### src/rtl/rgb_lookup_arbiter.sv
// rgb_lookup_arbiter
// Shares one registered RGB lookup converter between two requesters. A round-robin arbiter
// accepts one valid/ready request at a time. It drives the converter's enable and colour for the
// lookup window, captures the rgb result and returns it on a per-requester valid/ready response.
//
// Ports:
//   clk, rst_n          clock (rising edge), asynchronous active-low reset
//   req_valid_i[1:0]    request valid, bit i = requester i
//   req_colour0_i/1_i   3-bit colour code from requester 0 / 1
//   req_ready_o[1:0]    request accepted this cycle (one-hot or zero)
//   rsp_valid_o[1:0]    response valid for requester i (one-hot or zero)
//   rsp_ready_i[1:0]    requester i takes the response
//   rsp_rgb_o[23:0]     looked-up colour, meaningful while rsp_valid_o != 0
//   busy_o              transaction in flight (LOOKUP or RESP)
//   conv_colour_o       colour to converter
//   conv_enable_o       enable to converter
//   conv_rgb_i          rgb from converter
module rgb_lookup_arbiter #(
  parameter int unsigned LOOKUP_LATENCY = 1,
  parameter int unsigned CNT_W          = 3
) (
  input  logic        clk,
  input  logic        rst_n,
  input  logic [1:0]  req_valid_i,
  input  logic [2:0]  req_colour0_i,
  input  logic [2:0]  req_colour1_i,
  output logic [1:0]  req_ready_o,
  output logic [1:0]  rsp_valid_o,
  input  logic [1:0]  rsp_ready_i,
  output logic [23:0] rsp_rgb_o,
  output logic        busy_o,
  output logic [2:0]  conv_colour_o,
  output logic        conv_enable_o,
  input  logic [23:0] conv_rgb_i
);

  typedef enum logic [1:0] {StIdle, StLookup, StResp} state_e;

  state_e             state_q, state_d;
  logic [CNT_W-1:0]   cnt_q, cnt_d;
  logic [2:0]         colour_q, colour_d;
  logic               id_q, id_d;
  logic               last_grant_q, last_grant_d;
  logic [23:0]        rsp_rgb_q, rsp_rgb_d;

  logic               gnt_valid;
  logic               gnt_id;

  // Round-robin pick: on contention the requester that was not served last wins.
  always_comb begin
    gnt_valid = 1'b0;
    gnt_id    = 1'b0;
    case (req_valid_i)
      2'b01: begin
        gnt_valid = 1'b1;
        gnt_id    = 1'b0;
      end
      2'b10: begin
        gnt_valid = 1'b1;
        gnt_id    = 1'b1;
      end
      2'b11: begin
        gnt_valid = 1'b1;
        gnt_id    = ~last_grant_q;
      end
      default: ;
    endcase
  end

  // State and datapath registers.
  always_ff @(posedge clk or negedge rst_n) begin
    if (!rst_n) begin
      state_q      <= StIdle;
      cnt_q        <= '0;
      colour_q     <= '0;
      id_q         <= 1'b0;
      last_grant_q <= 1'b1;
      rsp_rgb_q    <= '0;
    end else begin
      state_q      <= state_d;
      cnt_q        <= cnt_d;
      colour_q     <= colour_d;
      id_q         <= id_d;
      last_grant_q <= last_grant_d;
      rsp_rgb_q    <= rsp_rgb_d;
    end
  end

  // Next-state logic.
  always_comb begin
    state_d      = state_q;
    cnt_d        = cnt_q;
    colour_d     = colour_q;
    id_d         = id_q;
    last_grant_d = last_grant_q;
    rsp_rgb_d    = rsp_rgb_q;
    unique case (state_q)
      StIdle: begin
        if (gnt_valid) begin
          state_d      = StLookup;
          colour_d     = gnt_id ? req_colour1_i : req_colour0_i;
          id_d         = gnt_id;
          last_grant_d = gnt_id;
          cnt_d        = CNT_W'(LOOKUP_LATENCY);
        end
      end
      StLookup: begin
        // Counter runs LOOKUP_LATENCY..0, so the window is LOOKUP_LATENCY+1 cycles and the
        // converter output is valid during the final one.
        if (cnt_q == '0) begin
          rsp_rgb_d = conv_rgb_i;
          state_d   = StResp;
        end else begin
          cnt_d = cnt_q - CNT_W'(1);
        end
      end
      StResp: begin
        if (rsp_ready_i[id_q]) begin
          state_d = StIdle;
        end
      end
      default: state_d = StIdle;
    endcase
  end

  // Outputs.
  always_comb begin
    req_ready_o   = 2'b00;
    rsp_valid_o   = 2'b00;
    conv_enable_o = 1'b0;
    unique case (state_q)
      StIdle: begin
        if (gnt_valid) begin
          req_ready_o = gnt_id ? 2'b10 : 2'b01;
        end
      end
      StLookup: conv_enable_o = 1'b1;
      StResp:   rsp_valid_o   = id_q ? 2'b10 : 2'b01;
      default: ;
    endcase
  end

  assign busy_o        = (state_q != StIdle);
  assign conv_colour_o = colour_q;
  assign rsp_rgb_o     = rsp_rgb_q;

endmodule
### config.mk
export PLATFORM = sky130hd
export DESIGN_NAME = rgb_lookup_arbiter
export DESIGN_NICKNAME = d
export VERILOG_FILES = /design/src/rtl/rgb_lookup_arbiter.sv
export SDC_FILE = /design/constraint.sdc
export NUM_CORES = 1
export LEC_CHECK = 0
export ABC_AREA = 1
export CAP_MARGIN = 30
export CELL_PAD_IN_SITES_DETAIL_PLACEMENT = 1
export CELL_PAD_IN_SITES_GLOBAL_PLACEMENT = 2
export CORE_MARGIN = 2
export CORE_UTILIZATION = 24
export DETAILED_ROUTE_END_ITERATION = 7
export PLACE_DENSITY_LB_ADDON = 0.1
export SLEW_MARGIN = 15
export SYNTH_ARGS = -nofsm -noshare
export SYNTH_HDL_FRONTEND = slang
export SYNTH_SLANG_ARGS = --single-unit
### constraint.sdc
create_clock -name clk -period 2.8 [get_ports clk]
set_input_delay 0.7 -clock clk [delete_from_list [all_inputs] [get_ports clk]]
set_output_delay 0.7 -clock clk [all_outputs]
set_load 0.02 [all_outputs]
==> summary.md, run 1 <==
| Metric | Value |
|---|---|
| Status | finished clean |
| PD cells | 1140 nW/um2 |
| Synth top area share | 54.1% |
| Gr usage total | 12.3% |
| I/O Pins | approximately 70 |
| Final setup vio count | 0 |
| Worst Hold Depth | 2 |
| Synth area leaders | dfrtp_1, nand2_1, nand3_1 |
| Initial antenna violation count | 0 |
| Gr ovfl total | 0 |
| Largest net degree at the start of global routing | 35 |
| Buffers inserted by post-CTS timing repair | 0 |
| HP Class | flip-flop to flip-flop |
| Vias/cell | 4.29 |
| Post-Place Worst Slack | -0.0327 ns |
| CP startpoint kind | primary input |
| Crit path required time | 2.10 ns |
| Worst Hold Path EP | rsp_rgb_o[16] |
| Mapped cell area | 1530 um2 |
| Ys Warns | 0 |
| Clock Skew | 0.00403 ns |
| Initial core utilization | 24.5% |
| Clk slew on worst S/H paths | 0.07 ns |
| Number of DRC markers in iteration 0 | 43 |
| Tcrit/Tclk final | roughly nine tenths |
| Clk Latency, worst-skew pair | 0.28 ns |
| Placed inst area | 2290 um2 |
| Total Nets Final | 298 |
| Most used cell along the critical path | nand2_1 |
| Worst path arrival time | 1.85 ns |
| Layout cells sized above 1 | 7.66% |
| Root buf cell | clkbuf_8 |
| Avg Inst Size Synth | around 8 um2 |
| Slew HR | about half |
| Synth-to-layout area growth | 55.9% |
| # clock sinks | 34 |
| Worst-margin pin slew | 0.773 ns |
| Routability congestion estimate | 0.676 |
| Final ANT Viol Nets | 0 |
| FF+latch count, synth | 34 |
| Slew Limit Fails | 0 |
| Post-Syn Instances | 186 |
| Post-DR wirelength/cell | 12.3 um |
| Routed Wire Length | 4.16 mm |
| Max incr delay on CP | approximately 0.50 ns |
| Fmax | slightly below 0.4 GHz |
| Leakage | 1.19 nW |
| Mapped Nets | 224 |
| Hold buffer count at CTS | 0 |
| Commonest non-fill, non-tap cell in the layout | nand2_1 |
| Sequential share of the synthesized area | a little under three fifths |
| ANT cells | 0 |
| Post-route minimum period | 2.55 ns |
| Die Area | between 7000 and 8000 um2 |
| Htree depth | 2 |
| Final setup margin | 0.249 ns |
| Total CTS buffers | 5 |
| Crit path capture type | primary output |
| First-pass GRT wire length | 6.91 mm |
| Total negative slack | 0 ns |
| Maxcap violations | 0 |
| Buffers on Ports | 68 |
| DRC viols | 0 |
| Final instance area | about 2400 um2 |
| Worst-path maximum fanout | 3 |
| Yosys cell types | 16 |
| RSZ-0062 raised after global routing | no |
| Peak supply drop | 0.000393 V |
| Die H | around 84 um |
| CP max-delay cell | clkdlybuf4s50_1 |
| Reg-to-reg slack, setup | 1.21 ns |
| Die width | 83.8 um |
| Number of global-route vias before repair | 1463 |
| Crit Reg-Reg Endpoint | rsp_rgb_o[5] |
| Hold Fails Final Rpt | 0 |
| CP Class | primary input to primary output |
| CTS tree | done |
| Post-CTS sizing | 2 |
| Utilization after layout | 38.2% |
| Clock Path Buffers | 2 |
| Worst-path cell chain | clkdlybuf4s50_1 > nand2_1 > nand2_1 > inv_1 > nor2_1 > dlygate4sd2_1 |
| Final HPWL DP | 2.93 mm |
| Worst r2r path cells | 5 |
| First-pass detailed-route iteration total | 4 |
| Most frequent cells in the layout | nand2_1, clkdlybuf4s50_1, dfrtp_1 |
| Via count | 1451 |
| Core Area | 6240 um2 |
| Reg-to-reg startpoint | state_q[1] |
| Area leader, netlist | dfrtp_1 |
| Worst hold start | rsp_rgb_o[16] |
| FP Rows | 29 |
==> synth_stat cells <==
cell type	n
inv_1	14
nor2_1	9
buf_4	4
nand2_2	2
nand3b_1	2
buf_6	1
ha_1	2
inv_2	2
dfstp_2	1
o21ai_0	1
dfrtp_1	33
buf_2	2
nor2_4	1
or2_0	1
nand3_1	31
nand2_1	80
==> metal layers <==
layer,global-route usage (%),wire (um)
met5,0,0
met4,3.96,60
met3,3.76,306
met2,19.9,1860
met1,15.7,1930
==> stage by stage <==
stage | total power [mW] | hold WS, ns | std cells
final | 2.71 | 0.469 | 338
after detailed placement | 2.39 | 0.458 | 330
after global placement | 2.38 | 0.454 | 330
after CTS | 2.78 | 0.476 | 338
after global routing | 2.95 | 0.493 | 338
after floorplan | 1.73 | 0.404 | 186
==> registers in the layout (all words and copies together), names as in the netlist <==
name / flops
last_grant_q: 1
cnt_q: 3
state_q: 2
id_q: 1
rsp_rgb_o: 24
conv_colour_o: 3
==> report_power, final <==
part	switching, mW	internal [mW]
clock	0.172	0.198
combinational	0.856	0.624
sequential	0.128	0.736
==> worst max path at each step <==
| stage | startpoint | to | cells past startpoint | slack [ns] |
|---|---|---|---|---|
| after floorplan | req_valid_i[0] | req_ready_o[0] | 4 | 0.86 |
| after global placement | req_valid_i[0] | req_ready_o[0] | 6 | -0.03 |
| after detailed placement | req_valid_i[0] | req_ready_o[0] | 6 | -0.03 |
| after CTS | req_valid_i[0] | req_ready_o[0] | 6 | 0.23 |
| after global routing | req_valid_i[0] | req_ready_o[0] | 6 | 0.18 |
| final | req_valid_i[0] | req_ready_o[0] | 6 | 0.25 |
==> critical path, delay by kind of cell <==
family                 cells  cell delay (ns)
buffers and inverters      3             0.88
and+or+nand+nor            3             0.26
==> cell type report <==
type                            count  area (um2)
Timing Repair Buffer               74         718
Clock inverter                      1        5.00
Sequential cell                    34         852
Fill cell                         774        3860
Inverter                           16        60.1
Tap cell                           77        96.3
Clock buffer                        7        86.3
Multi-Input combinational cell    129         564
==> cells by family (layout without fill, tap and decap cells) <==
family / Yosys count / after routing / share of synthesized area (%)
AOI/OAI and AO/OA: 1 / 1 / 0.327
buffers and inverters: 23 / 98 / 7.29
DFF: 34 / 34 / 55.8
and+or+nand+nor: 126 / 126 / 35.0
adders and majority gates: 2 / 2 / 1.64
(Power assumes the default switching activity.)
==> inputs of run 2 (changes only) <==
--- a/config.mk
+++ b/config.mk
@@ -5,12 +5,11 @@
 export SDC_FILE = /design/constraint.sdc
 export NUM_CORES = 1
 export LEC_CHECK = 0
-export ABC_AREA = 1
 export CAP_MARGIN = 30
 export CELL_PAD_IN_SITES_DETAIL_PLACEMENT = 1
 export CELL_PAD_IN_SITES_GLOBAL_PLACEMENT = 2
 export CORE_MARGIN = 2
-export CORE_UTILIZATION = 24
+export CORE_UTILIZATION = 29
 export DETAILED_ROUTE_END_ITERATION = 7
 export PLACE_DENSITY_LB_ADDON = 0.1
 export SLEW_MARGIN = 15
==> constraint.sdc (replaced) <==
create_clock -name clk -period 2.8 [get_ports clk]
set_input_delay 0.7 -clock clk [delete_from_list [all_inputs] [get_ports clk]]
set_output_delay 0.7 -clock clk [all_outputs]
set_load 0.1 [all_outputs]
==> summary.md, run 2 <==
| Metric | Value |
|---|---|
| Status | finished clean |
| I/O Pins | 69 |
| Ys Warns | 0 |
| First-pass detailed-route iteration total | 2 |
| Vias/cell | 4.40 |
| Worst Hold Path EP | cnt_q[1] |
| Worst hold start | cnt_q[1] |
| Synth top area share | around 53% |
| Crit Reg-Reg Endpoint | rsp_rgb_o[0] |
| Hold buffer count at CTS | 0 |
| Final instance area | 2330 um2 |
| Crit path capture type | primary output |
| Layout cells sized above 1 | 45.7% |
| Clk slew on worst S/H paths | ~0.06 ns |
| Top FF cell, synth | dfrtp_1 |
| Initial core utilization | 30.1% |
| DRC viols | 0 |
| Largest net degree at the start of global routing | 35 |
| Fmax | 0.380 GHz |
| Total CTS buffers | 5 |
| Clk Latency, worst-skew pair | 0.28 ns |
| First-pass GRT wire length | 6.02 mm |
| Most frequent cells in the layout | clkdlybuf4s50_1, dfrtp_1, buf_4 |
| Via count | 1077 |
| Die Area | 5930 um2 |
| Commonest non-fill, non-tap cell in the layout | clkdlybuf4s50_1 |
| Worst-path maximum fanout | 5 |
| Final setup vio count | 0 |
| Post-route minimum period | ~2.6 ns |
| Number of DRC markers in iteration 0 | 20 |
| Buffers inserted by post-CTS timing repair | 0 |
| Initial antenna violation count | 0 |
| Die width | 77.0 um |
| Final ANT Viol Nets | 0 |
| Max FFs per register | 24 |
| Yosys cell types | 27 |
| Post-DR wirelength/cell | 15.0 um |
| Mapped cell area | 1550 um2 |
| Core Area | 5140 um2 |
| Tcrit/Tclk final | 94.1% |
| Fraction of registers with async set/reset | 100% |
| Reg-to-reg startpoint | cnt_q[0] |
| Total Nets Final | 212 |
| Reg-to-reg slack, setup | 1.06 ns |
| Root buf cell | clkbuf_8 |
| Slew HR | a little over three fifths |
| Final HPWL DP | 2.79 mm |
| Hold Fails Final Rpt | 0 |
| HP Class | flip-flop to flip-flop |
| Placed inst area | 2230 um2 |
| Post-synth EDFFs | 0 |
| Worst r2r path cells | 5 |
| Sequential share of the synthesized area | 55.1% |
| Number of global-route vias before repair | about 1200 |
| Gr ovfl total | 0 |
| Synth cell count leaders | dfrtp_1, mux2_4, mux2_2, inv_1, nor2_1 |
| Worst hold margin | 0.492 ns |
| CP Class | primary input to primary output |
| ANT cells | 0 |
| RSZ-0062 raised after global routing | no |
| Crit path required time | 2.10 ns |
| Post-Syn Instances | 99 |
| Worst-margin pin slew | 0.560 ns |
| CP startpoint kind | primary input |
| Gr usage total | 13.2% |
| Worst Hold Depth | 1 |
| Worst path arrival time | 1.93 ns |
| Routed Wire Length | 3.69 mm |
| Htree depth | 2 |
| Die H | between 70 and 80 um |
| Avg Inst Size Synth | 15.6 um2 |
| Area leader, netlist | dfrtp_1 |
| FF+latch count, synth | 34 |
| Slew Limit Fails | 0 |
| Clock Path Buffers | 2 |
| Synth-to-layout area growth | 50.4% |
| CTS tree | done |
| Maxcap violations | 0 |
| Post-CTS sizing | 0 |
| Mapped Nets | 137 |
| Clock Skew | 0.00501 ns |
| FP Rows | 26 |
| Top-count cell post-synth | dfrtp_1 |
| Routability congestion estimate | about 0.74 |
| # clock sinks | 34 |
| Synth area leaders | dfrtp_1, mux2_4, mux2_2 |
| Total negative slack | 0 ns |
| Buffers on Ports | 68 |
==> run 2: cell count changes after synthesis, moves of 4 or more <==
cell | before | now
nand2_1 | 80 | 2
nand3_1 | 31 | 0
mux2_4 | 0 | 20
mux2_2 | 0 | 9
inv_1 | 14 | 7
nor2_1 | 9 | 3
buf_4 | 4 | 0
==> run 2: cells by family after synthesis <==
group | share of synthesized area [%]
AOI/OAI and AO/OA | 5.58
adders and majority gates | 1.62
buffers and inverters | 4.29
DFF | 55.1
muxes | 26.0
and+or+nand+nor | 7.44
==> run 2: worst max path at each step <==
stage	startpoint	to	cells after the start
global placement	req_valid_i[0]	req_ready_o[0]	5
global route	req_valid_i[1]	req_ready_o[0]	5
detailed placement	req_valid_i[1]	req_ready_o[0]	5
finish	req_valid_i[0]	req_ready_o[0]	5
floorplan	state_q[0]	rsp_valid_o[0]	2
CTS	req_valid_i[1]	req_ready_o[0]	5
==> run 2: critical path, cell delays in order <==
cell and delay (ns):
clkdlybuf4s50_1 0.45, or2_2 0.33, nand2_1 0.20, nor2_2 0.08
buf_12 0.17
==> run 2: through the flow <==
stage | std cells | util, % | setup slack, ns
CTS | 245 | 45.3 | 0.152
finish | 245 | 45.3 | 0.166
global route | 245 | 45.3 | 0.104
global placement | 237 | 43.5 | 0.210
floorplan | 99 | - | 0.0974
detailed placement | 237 | 43.5 | 0.153
==> run 2: area by class of cell <==
| type | count | area (um2) |
|---|---|---|
| Fill cell | 560 | 2810 |
| Inverter | 7 | 26.3 |
| Clock buffer | 7 | 86.3 |
| Timing Repair Buffer | 70 | 638 |
| Multi-Input combinational cell | 56 | 631 |
| Sequential cell | 34 | 852 |
| Clock inverter | 1 | 5.00 |
| Tap cell | 70 | 87.6 |
==> run 2: routing by layer <==
layer	vias up	share of wire, %	track usage, %
li1	497	-	-
met1	525	43	15.0
met2	46	49	22.0
met3	9	6.3	4.24
met4	0	2.3	7.50
met5	-	0	0
Power of run 2 is not shown: default switching activity piles up to over one toggle a cycle in this logic, so the estimate is an artifact.
